### config.mk
export PLATFORM = sky130hd
export DESIGN_NAME = rf_mover_flat
export DESIGN_NICKNAME = d
export VERILOG_FILES = /design/src/rtl/rf_mover_pkg.sv /design/src/rtl/rf_mover_if.sv /design/src/rtl/rf_move_delay_pipe.sv /design/src/rtl/rf_mover.sv /design/src/flat_wrapper.sv
export SDC_FILE = /design/constraint.sdc
export NUM_CORES = 1
export LEC_CHECK = 0
export ABC_AREA = 1
export CORE_AREA = 2 2 226 228
export CTS_CLUSTER_SIZE = 10
export DETAILED_ROUTE_END_ITERATION = 12
export DIE_AREA = 0 0 228 230
export GPL_TIMING_DRIVEN = 1
export MAX_ROUTING_LAYER = met4
export PLACE_DENSITY = 0.42
export SYNTH_ARGS = -nofsm -noshare
export SYNTH_HDL_FRONTEND = slang
export SYNTH_HIERARCHICAL = 1
export SYNTH_SLANG_ARGS = --single-unit
### constraint.sdc
create_clock -name clk -period 2.8 [get_ports clk]
set_clock_uncertainty 0.15 [all_clocks]
set_input_delay 0.28 -clock clk [delete_from_list [all_inputs] [get_ports clk]]
set_output_delay 0.28 -clock clk [all_outputs]
set_load 0.005 [all_outputs]
### src/rtl/rf_mover_pkg.sv
`default_nettype none
// ============================================================================
//  Module      : rf_mover_pkg
//  Description : Shared types for the RF move responder: FSM state encoding
//                and the command record as issued by the control unit.
//  Revision    : 1.0  initial release
// ============================================================================
package rf_mover_pkg;

   // Line-address width of the command record as seen by the control unit
   localparam int CMD_ADDR_W = 10;

   typedef enum logic [1:0] {
      IDLE  = 2'd0,
      READ  = 2'd1,
      DRAIN = 2'd2,
      FIN   = 2'd3
   } mover_state_t;

   typedef struct packed {
      logic [CMD_ADDR_W-1:0] src;
      logic [CMD_ADDR_W-1:0] dst;
      logic [CMD_ADDR_W:0]   line_num;
      logic                  src_freeze;
      logic                  dst_freeze;
   } move_cmd_t;

endpackage : rf_mover_pkg
`default_nettype wire

### src/rtl/rf_mover_if.sv
`default_nettype none
// ============================================================================
//  Module      : rf_mover_if
//  Description : Command handshake plus RF "move" RAM port seen by rf_mover.
//                slave = mover side, master = controller / RAM side.
//  Revision    : 1.0  initial release
// ============================================================================
interface rf_mover_if #(
   parameter int RF_ADDR_W = 10,
   parameter int DATA_W    = 256
);
   // command from the control unit
   logic                 start;
   logic [RF_ADDR_W-1:0] src_addr;
   logic [RF_ADDR_W-1:0] dst_addr;
   logic [RF_ADDR_W:0]   line_num;
   logic                 src_freeze;
   logic                 dst_freeze;
   logic                 grant;
   // status back to the control unit
   logic                 busy;
   logic                 done;
   logic                 err;
   // RF move port
   logic                 rd_en;
   logic [RF_ADDR_W-1:0] rd_addr;
   logic [DATA_W-1:0]    rd_data;
   logic                 wr_en;
   logic [RF_ADDR_W-1:0] wr_addr;
   logic [DATA_W-1:0]    wr_data;

   modport slave (
      input  start, src_addr, dst_addr, line_num, src_freeze, dst_freeze, grant, rd_data,
      output busy, done, err, rd_en, rd_addr, wr_en, wr_addr, wr_data
   );

   modport master (
      output start, src_addr, dst_addr, line_num, src_freeze, dst_freeze, grant, rd_data,
      input  busy, done, err, rd_en, rd_addr, wr_en, wr_addr, wr_data
   );

endinterface : rf_mover_if
`default_nettype wire

### src/rtl/rf_move_delay_pipe.sv
`default_nettype none
// ============================================================================
//  Module      : rf_move_delay_pipe
//  Description : DEPTH-stage valid + payload shift pipe. Carries each read's
//                destination address until its data returns from the RF.
//                Synchronous clear on reset or flush.
//  Revision    : 1.0  initial release
// ============================================================================
module rf_move_delay_pipe #(
   parameter int W     = 10,
   parameter int DEPTH = 1
) (
   input  wire logic         clk,
   input  wire logic         rst_n,
   input  wire logic         flush_i,
   input  wire logic         valid_i,
   input  wire logic [W-1:0] data_i,
   output logic              valid_o,
   output logic [W-1:0]      data_o,
   output logic              pending_o
);

   logic [DEPTH-1:0] valid_q;
   logic [W-1:0]     data_q [DEPTH];

   // Shift register; flush discards every in-flight entry
   always_ff @(posedge clk) begin
      if (!rst_n || flush_i) begin
         valid_q <= '0;
         for (int i = 0; i < DEPTH; i++) data_q[i] <= '0;
      end else begin
         valid_q[0] <= valid_i;
         data_q[0]  <= data_i;
         for (int i = 1; i < DEPTH; i++) begin
            valid_q[i] <= valid_q[i-1];
            data_q[i]  <= data_q[i-1];
         end
      end
   end

   assign valid_o = valid_q[DEPTH-1];
   assign data_o  = data_q[DEPTH-1];

   // Entries still behind the output stage: the pipe is not empty after this edge
   generate
      if (DEPTH > 1) begin : g_pend
         assign pending_o = |valid_q[DEPTH-2:0];
      end else begin : g_no_pend
         assign pending_o = 1'b0;
      end
   endgenerate

endmodule : rf_move_delay_pipe
`default_nettype wire

### src/rtl/rf_mover.sv
`default_nettype none
// ============================================================================
//  Module      : rf_mover
//  Description : RF->RF line copy responder. Issues one read per cycle from
//                the source range, writes each returned line to the matching
//                destination line RD_LAT cycles later, pulses done at the end.
//                Loss of grant aborts the move and sets a sticky error.
//  Revision    : 1.0  initial release
// ============================================================================
module rf_mover
   import rf_mover_pkg::*;
#(
   parameter int RF_ADDR_W = 10,
   parameter int DATA_W    = 256,
   parameter int RD_LAT    = 1
) (
   input  wire logic  clk,
   input  wire logic  rst_n,
   rf_mover_if.slave  mv
);

   mover_state_t         state_q, state_d;
   logic [RF_ADDR_W-1:0] rd_addr_q, rd_addr_d;
   logic [RF_ADDR_W-1:0] dst_addr_q, dst_addr_d;
   logic [RF_ADDR_W:0]   remain_q, remain_d;
   logic                 src_frz_q, src_frz_d;
   logic                 dst_frz_q, dst_frz_d;
   logic                 err_q, err_d;

   logic                 abort;
   logic                 rd_fire;
   logic                 busy;
   logic                 pipe_valid;
   logic                 pipe_pending;
   logic [RF_ADDR_W-1:0] pipe_addr;

   // State and command registers
   always_ff @(posedge clk) begin
      if (!rst_n) begin
         state_q    <= IDLE;
         rd_addr_q  <= '0;
         dst_addr_q <= '0;
         remain_q   <= '0;
         src_frz_q  <= 1'b0;
         dst_frz_q  <= 1'b0;
         err_q      <= 1'b0;
      end else begin
         state_q    <= state_d;
         rd_addr_q  <= rd_addr_d;
         dst_addr_q <= dst_addr_d;
         remain_q   <= remain_d;
         src_frz_q  <= src_frz_d;
         dst_frz_q  <= dst_frz_d;
         err_q      <= err_d;
      end
   end

   // Next state: accept command, step addresses per read, drain, finish
   always_comb begin
      state_d    = state_q;
      rd_addr_d  = rd_addr_q;
      dst_addr_d = dst_addr_q;
      remain_d   = remain_q;
      src_frz_d  = src_frz_q;
      dst_frz_d  = dst_frz_q;
      err_d      = err_q;
      abort      = 1'b0;
      case (state_q)
         IDLE: begin
            if (mv.start) begin
               rd_addr_d  = mv.src_addr;
               dst_addr_d = mv.dst_addr;
               remain_d   = mv.line_num;
               src_frz_d  = mv.src_freeze;
               dst_frz_d  = mv.dst_freeze;
               err_d      = 1'b0;
               state_d    = (mv.line_num == '0) ? FIN : READ;
            end
         end
         READ: begin
            if (!mv.grant) begin
               abort   = 1'b1;
               err_d   = 1'b1;
               state_d = FIN;
            end else begin
               // address registers wrap naturally at RF_ADDR_W bits
               rd_addr_d  = rd_addr_q + RF_ADDR_W'(!src_frz_q);
               dst_addr_d = dst_addr_q + RF_ADDR_W'(!dst_frz_q);
               remain_d   = remain_q - (RF_ADDR_W+1)'(1);
               if (remain_q == (RF_ADDR_W+1)'(1)) state_d = DRAIN;
            end
         end
         DRAIN: begin
            if (!mv.grant) begin
               abort   = 1'b1;
               err_d   = 1'b1;
               state_d = FIN;
            end else if (!pipe_pending) begin
               state_d = FIN;
            end
         end
         FIN: begin
            state_d = IDLE;
         end
         default: begin
            state_d = IDLE;
         end
      endcase
   end

   assign rd_fire = (state_q == READ) && mv.grant;
   assign busy    = (state_q == READ) || (state_q == DRAIN);

   rf_move_delay_pipe #(
      .W     (RF_ADDR_W),
      .DEPTH (RD_LAT)
   ) u_pipe (
      .clk       (clk),
      .rst_n     (rst_n),
      .flush_i   (abort),
      .valid_i   (rd_fire),
      .data_i    (dst_addr_q),
      .valid_o   (pipe_valid),
      .data_o    (pipe_addr),
      .pending_o (pipe_pending)
   );

   assign mv.busy    = busy;
   assign mv.done    = (state_q == FIN);
   assign mv.err     = err_q;
   assign mv.rd_en   = rd_fire;
   assign mv.rd_addr = rd_addr_q;
   // a write is suppressed in the cycle grant is lost
   assign mv.wr_en   = pipe_valid && mv.grant && busy;
   assign mv.wr_addr = pipe_addr;
   assign mv.wr_data = mv.rd_data;

endmodule : rf_mover
`default_nettype wire

### src/flat_wrapper.sv
// flat-port wrapper written by rule: the top's interface ports become plain ports
module rf_mover_flat import rf_mover_pkg::*;
#(
   parameter int RF_ADDR_W = 10,
   parameter int DATA_W    = 256,
   parameter int RD_LAT    = 1
)
  (clk, rst_n, mv_start, mv_src_addr, mv_dst_addr, mv_line_num, mv_src_freeze, mv_dst_freeze, mv_grant, mv_rd_data, mv_busy, mv_done, mv_err, mv_rd_en, mv_rd_addr, mv_wr_en, mv_wr_addr, mv_wr_data);
  rf_mover_if #(.RF_ADDR_W(RF_ADDR_W), .DATA_W(DATA_W)) mv_i ();
  input  wire logic clk;
  input  wire logic rst_n;
  input wire logic [$bits(mv_i.start)-1:0] mv_start;
  input wire logic [$bits(mv_i.src_addr)-1:0] mv_src_addr;
  input wire logic [$bits(mv_i.dst_addr)-1:0] mv_dst_addr;
  input wire logic [$bits(mv_i.line_num)-1:0] mv_line_num;
  input wire logic [$bits(mv_i.src_freeze)-1:0] mv_src_freeze;
  input wire logic [$bits(mv_i.dst_freeze)-1:0] mv_dst_freeze;
  input wire logic [$bits(mv_i.grant)-1:0] mv_grant;
  input wire logic [$bits(mv_i.rd_data)-1:0] mv_rd_data;
  output wire logic [$bits(mv_i.busy)-1:0] mv_busy;
  output wire logic [$bits(mv_i.done)-1:0] mv_done;
  output wire logic [$bits(mv_i.err)-1:0] mv_err;
  output wire logic [$bits(mv_i.rd_en)-1:0] mv_rd_en;
  output wire logic [$bits(mv_i.rd_addr)-1:0] mv_rd_addr;
  output wire logic [$bits(mv_i.wr_en)-1:0] mv_wr_en;
  output wire logic [$bits(mv_i.wr_addr)-1:0] mv_wr_addr;
  output wire logic [$bits(mv_i.wr_data)-1:0] mv_wr_data;
  assign mv_i.start = mv_start;
  assign mv_i.src_addr = mv_src_addr;
  assign mv_i.dst_addr = mv_dst_addr;
  assign mv_i.line_num = mv_line_num;
  assign mv_i.src_freeze = mv_src_freeze;
  assign mv_i.dst_freeze = mv_dst_freeze;
  assign mv_i.grant = mv_grant;
  assign mv_i.rd_data = mv_rd_data;
  assign mv_busy = mv_i.busy;
  assign mv_done = mv_i.done;
  assign mv_err = mv_i.err;
  assign mv_rd_en = mv_i.rd_en;
  assign mv_rd_addr = mv_i.rd_addr;
  assign mv_wr_en = mv_i.wr_en;
  assign mv_wr_addr = mv_i.wr_addr;
  assign mv_wr_data = mv_i.wr_data;
  rf_mover #(.RF_ADDR_W(RF_ADDR_W), .DATA_W(DATA_W), .RD_LAT(RD_LAT)) u_core (.clk(clk), .rst_n(rst_n), .mv(mv_i));
endmodule
# Yosys cells after proc, flatten, opt, wreduce, memory -nomap -nowiden
# Memories as Yosys holds them, arrays and structs flattened.
# Index checks and enable logic that the tools add are counted.
# word_totals
register_bits,37
ramBits,10
out_inout_bits,281
elab_cells,62
n_memories,1
# op_classes
n_mux,24
addsub,3
reduce_logical,18
eq_ne,8
# mem_list
name,depth,word_bits,read_ports,rd_clocked_by_memory_dff,wr,line,source
u_core.u_pipe.data_q,1,10,1,0,1,rf_move_delay_pipe.sv:24,logic [W-1:0] data_q [DEPTH];
# ops
operator,count
$mux 10,5
$pmux 10 s2,2
$mux 11,2
$pmux 11 s2,1
$add 10x1->10,2
$eq 11x1->1 const B,1
$logic_not 11->1,1
$sub 11x1->11 const B,1
$reduce_or 10->1,1
$mux 1,8
$mux 2,4
$pmux 2 s4,1
$ne 2x2->1 const B,3
$reduce_and 3->1,2
$eq 2x2->1 const B,2
$reduce_and 2->1,2
$reduce_bool 2->1,2
$logic_and 1x1->1,3
$logic_not 1->1,3
$ne 3x2->1 const B,1
$eq 2x1->1 const B,1
$logic_not 2->1,1
$logic_or 1x1->1,2
$pmux 1 s2,1
$reduce_or 2->1,1

# Longest topological paths before layout
# logic_depth
word_depth,7
depth_mapped,10

# Modules after synthesis
# Netlist, hierarchy kept.
# by_module_without_submodules
module,cells_each,seq_area_each_um2,area_per_inst_um2,instances
rf_mover,637,720.7,4306.6,1
rf_move_delay_pipe,38,220.2,365.4,1

# Worst setup path before layout
# OpenSTA, ideal clock, no wires.
# synth_path
kind,register to register
start,register u_core.state_q[0]
end,register u_core.remain_q[1]
stages_incl_launch_ff,10
t_arrival_ps,1355
setup_slack_ps,1176
period_less_slack_ps,1624
path_buffers,1
setup_ps,119
path_cell_list,dfxtp_1 > inv_1 > ha_1 > inv_1 > or2_4 > nand2_4 > inv_4 > buf_6 > o21ai_0 > nor2_1
# synth_via
elab_chain_cells,3
elab_cells_between_ends,7
cone_classes,eq/ne: 3; mux: 1; reduce/logical: 3
# synth_rtl
item,line,source
"start, declared",rf_mover.sv:22,"mover_state_t state_q, state_d;"
"start signal, assigned",rf_mover.sv:48,state_q <= state_d;
$eq 2x1->1 or $logic_not 2->1 (tied branches),rf_mover.sv:68,case (state_q)
$ne 2x2->1 (no source line) or $reduce_bool 2->1 (tied branches),n/a,
$reduce_and 3->1 (no source line),n/a,
"end signal, assigned",rf_mover.sv:51,remain_q <= remain_d;
"end, declared",rf_mover.sv:25,"logic [RF_ADDR_W:0] remain_q, remain_d;"
# Parallel ways exist; a longest one is shown, timed or not.
# A chain may end at the register's enable or synchronous reset.

# Worst setup path in the final report
# layout_path
start,register u_core.state_q[0]
end,output port mv_wr_en
# layout_via
elab_chain_cells,3
elab_cells_between_ends,4
cone_classes,eq/ne: 2; reduce/logical: 2
# layout_rtl
item,line,source
$eq 2x1->1 or $eq 2x2->1 (tied branches),rf_mover.sv:112,assign busy = (state_q == READ) || (state_q == DRAIN);
$logic_or 1x1->1 *,rf_mover.sv:112,
$logic_and 1x1->1 *,rf_mover.sv:134,assign mv.wr_en = pipe_valid && mv.grant && busy;
"end, declared",flat_wrapper.sv:25,output wire logic [$bits(mv_i.wr_en)-1:0] mv_wr_en;
# Every way passes the cells marked *; elsewhere a longest branch is shown, timed or not.

==> impl_results.md <==
* Maximum clock rate at slightly above 400 MHz
* Mapped cell area at about 4700 um2
* Leak Pwr at ~0.0015 uW
* Die ar. at 52400 um2
* Unique masters post-synth at 35
* CP Class: register to output pin
* Area Growth Syn to Fin at -7.69%
* Core ar. at between 40000 and 50000 um2
* Final hold violations at 0
* Num CTS Buffers at 5
* Post-CTS Setup Bufs at 0
* Net count after synthesis at 979
* Largest net degree at the start of global routing at 47
* Post-DR wirelength/cell at 14.4 um
* Total chip power at 3950 uW
* Total track usage at 0.0626
* Pwr dens at around 920 nW/um2
* TritonCTS clock tree: done
* Syn avg cell area at 6.92 um2
* Yosys Warn Count at 6
* Mapped Cells at just under 700
* Worst VDD drop at roughly 310 uV
* Slowest CP cell: clkdlybuf4s50_1
* Fin Hold WS at 0.316 ns
* Initial Util at 0.0937
* Skew-Pair Late Insertion Delay at roughly 0.3 ns
* DR DRC count at 0
* Worst Path Arrival at around 2.0 ns
* Max Buffers Root-to-Sink at 2
* Hold_buf cts at 0
* Setup_tns at 0 ns
* Routed vias/inst at approximately 2.8
* Top-Level Pins at roughly 570
* Die Height at around 230 um
* Via count at roughly 3200
* Vias in the first global route at roughly 3300
* Post-layout minimum cycle time at roughly 2.4 ns
* Setup crit start kind: register
* CTS H-tree depth at 2
* Clock root buffer: clkbuf_16
* Initial antenna violation count at 2
* IO buf count at slightly above 60
* DR iter-0 viols at between 150 and 200
* Largest delay contributor family on the critical path: buffers and inverters
* Sink Count at 47
* Layout cell share with drive strength beyond 1 at 0.0777
* Die width at between 200 and 250 um
* Hold Path Class: register to register
* CP Data Required Time at about 2.4 ns
* Max-Cap Viols at 0
* Setup-failing EPs final at 0
* GRT Residual Overflow at 0
* CP Max Fanout at 6
* CP cell instances: inv_1 -> ha_1 -> inv_1 -> nor2_1 -> clkdlybuf4s50_1
* First-pass GRT wire length at ~23000 um
* Post-layout util at 0.0865
* Post-CTS sizing at 0
* Crit path buf inv count at 3
* Max Slew Vio Count at 0
* Sequential-to-total area share from yosys stat at 0.201
* Crit path top cell by count: inv_1
* Register clock-pin slew on the reported worst setup and hold paths at about 0.08 ns
* Floorplan row count at 82
* Unrepaired setup endpoints after global routing: no
* Final WL at roughly 17000 um
* RePlAce Congestion at around 0.72
* Worst setup EP type: output pin
* Antenna viol nets, final at 0
* CP peak stage delay at around 0.5 ns
* Final net count at a little under 800
* Status: finished clean
* FF+latch count, synth at 47
* Period utilization at 0.863
* First-pass DRT Iterations at 4
* Post-detail-place hpwl at approximately 13000 um
## cell type report
type,count,area (um2)
sequential,47,941
inverter,53,201
tap,672,841
clock buffer,5,125
clock inverter,3,43.8
multi-input combinational,302,1500
antenna,2,5.00
fill,5902,45500
timing repair buffer,66,661
## worst reg2reg max path, delay by kind of cell (launching register included)
family,cells,cell delay [ns]
AOI/OAI and AO/OA,3,0.35
adders and majority gates,1,0.31
buffers and inverters,2,0.42
DFF,1,0.33
and+or+nand+nor,3,0.42
## state kept, by name, indices dropped and copies added (netlist names)
register,flops
u_core/u_pipe/data_q,10
u_core/src_frz_q,1
u_core/mv.err,1
u_core/dst_addr_q,10
u_core/mv.rd_addr,10
u_core/u_pipe/valid_o,1
u_core/dst_frz_q,1
u_core/remain_q,11
u_core/state_q,2
## cells by family after synthesis
logic type      Yosys count  share of synthesized area
buf+inv                 326                      0.479
xor+xnor                  2                    0.00375
simple gates            205                      0.189
other cells               1                   0.000803
fa+ha+maj                11                     0.0295
flops                    47                      0.201
compound gates           83                     0.0969
## synth_stat cells (all sizes together)
cell | n | area share
buf | 268 | 0.43
nand2 | 97 | 0.080
nor2 | 69 | 0.063
inv | 53 | 0.043
dfxtp | 47 | 0.20
a21oi | 35 | 0.038
o21ai | 32 | 0.035
nand3 | 22 | 0.024
ha | 11 | 0.029
or2 | 6 | 0.0086
a31oi | 5 | 0.0067
clkbuf | 5 | 0.0040
nand4 | 5 | 0.0067
a211oi | 4 | 0.0064
nor3 | 4 | 0.0043
o22ai | 3 | 0.0040
o211ai | 2 | 0.0032
xor2 | 2 | 0.0038
conb | 1 | 0.00080
nand3b | 1 | 0.0016
nor4 | 1 | 0.0013
o21a | 1 | 0.0016
o21bai | 1 | 0.0016
## placed cells by master (no fill, tap or decap), types with 7 or more instances in the layout
cell type        count
nand2_1             95
nand3_1             22
dfxtp_1             47
o21ai_1              7
nor2_1              57
clkdlybuf4s50_1     61
nor2_2              11
o21ai_0             24
a21oi_1             34
ha_1                11
inv_1               51
## stage by stage
stage / instance area (um2) / std cells / worst slack [ns]
after floorplan: 4670 / 675 / 1.18
after global placement: 4140 / 1140 / 0.604
after detailed placement: 4140 / 1140 / 0.618
after CTS: 4310 / 1148 / 0.351
after global routing: 4310 / 1150 / 0.246
final: 4310 / 1150 / 0.383
## where the power goes
group | switching, uW | internal [uW] | total, uW
clock | 296 | 422 | 719
sequential | 237 | 920 | 1160
combinational | 1270 | 803 | 2070
## worst paths after layout
kind / startpoint / end / slack, ns / depth (start not counted)
worst max-delay path: u_core/state_q[0]$_SDFFE_PN0P_ / mv_wr_en / 0.38 / 5
worst min-delay path: u_core/remain_q[8]$_SDFFE_PN0P_ / u_core/remain_q[8]$_SDFFE_PN0P_ / 0.32 / 2
worst max register to register: u_core/state_q[1]$_SDFFE_PN0P_ / u_core/remain_q[6]$_SDFFE_PN0P_ / 0.72 / 9
worst min register to register: u_core/remain_q[8]$_SDFFE_PN0P_ / u_core/remain_q[8]$_SDFFE_PN0P_ / 0.32 / 2
## per-layer routing
metal | vias to the layer above | part of all wire | GRT usage | wire length (um)
met5 | - | 0 | - | 0
met4 | 0 | 0.070 | 0.0455 | 1160
met3 | 118 | 0.12 | 0.0339 | 2000
met2 | 264 | 0.43 | 0.0924 | 7040
met1 | 1361 | 0.38 | 0.0629 | 6300
li1 | 1456 | - | - | -
No activity file was read; power rests on OpenSTA's default activity.
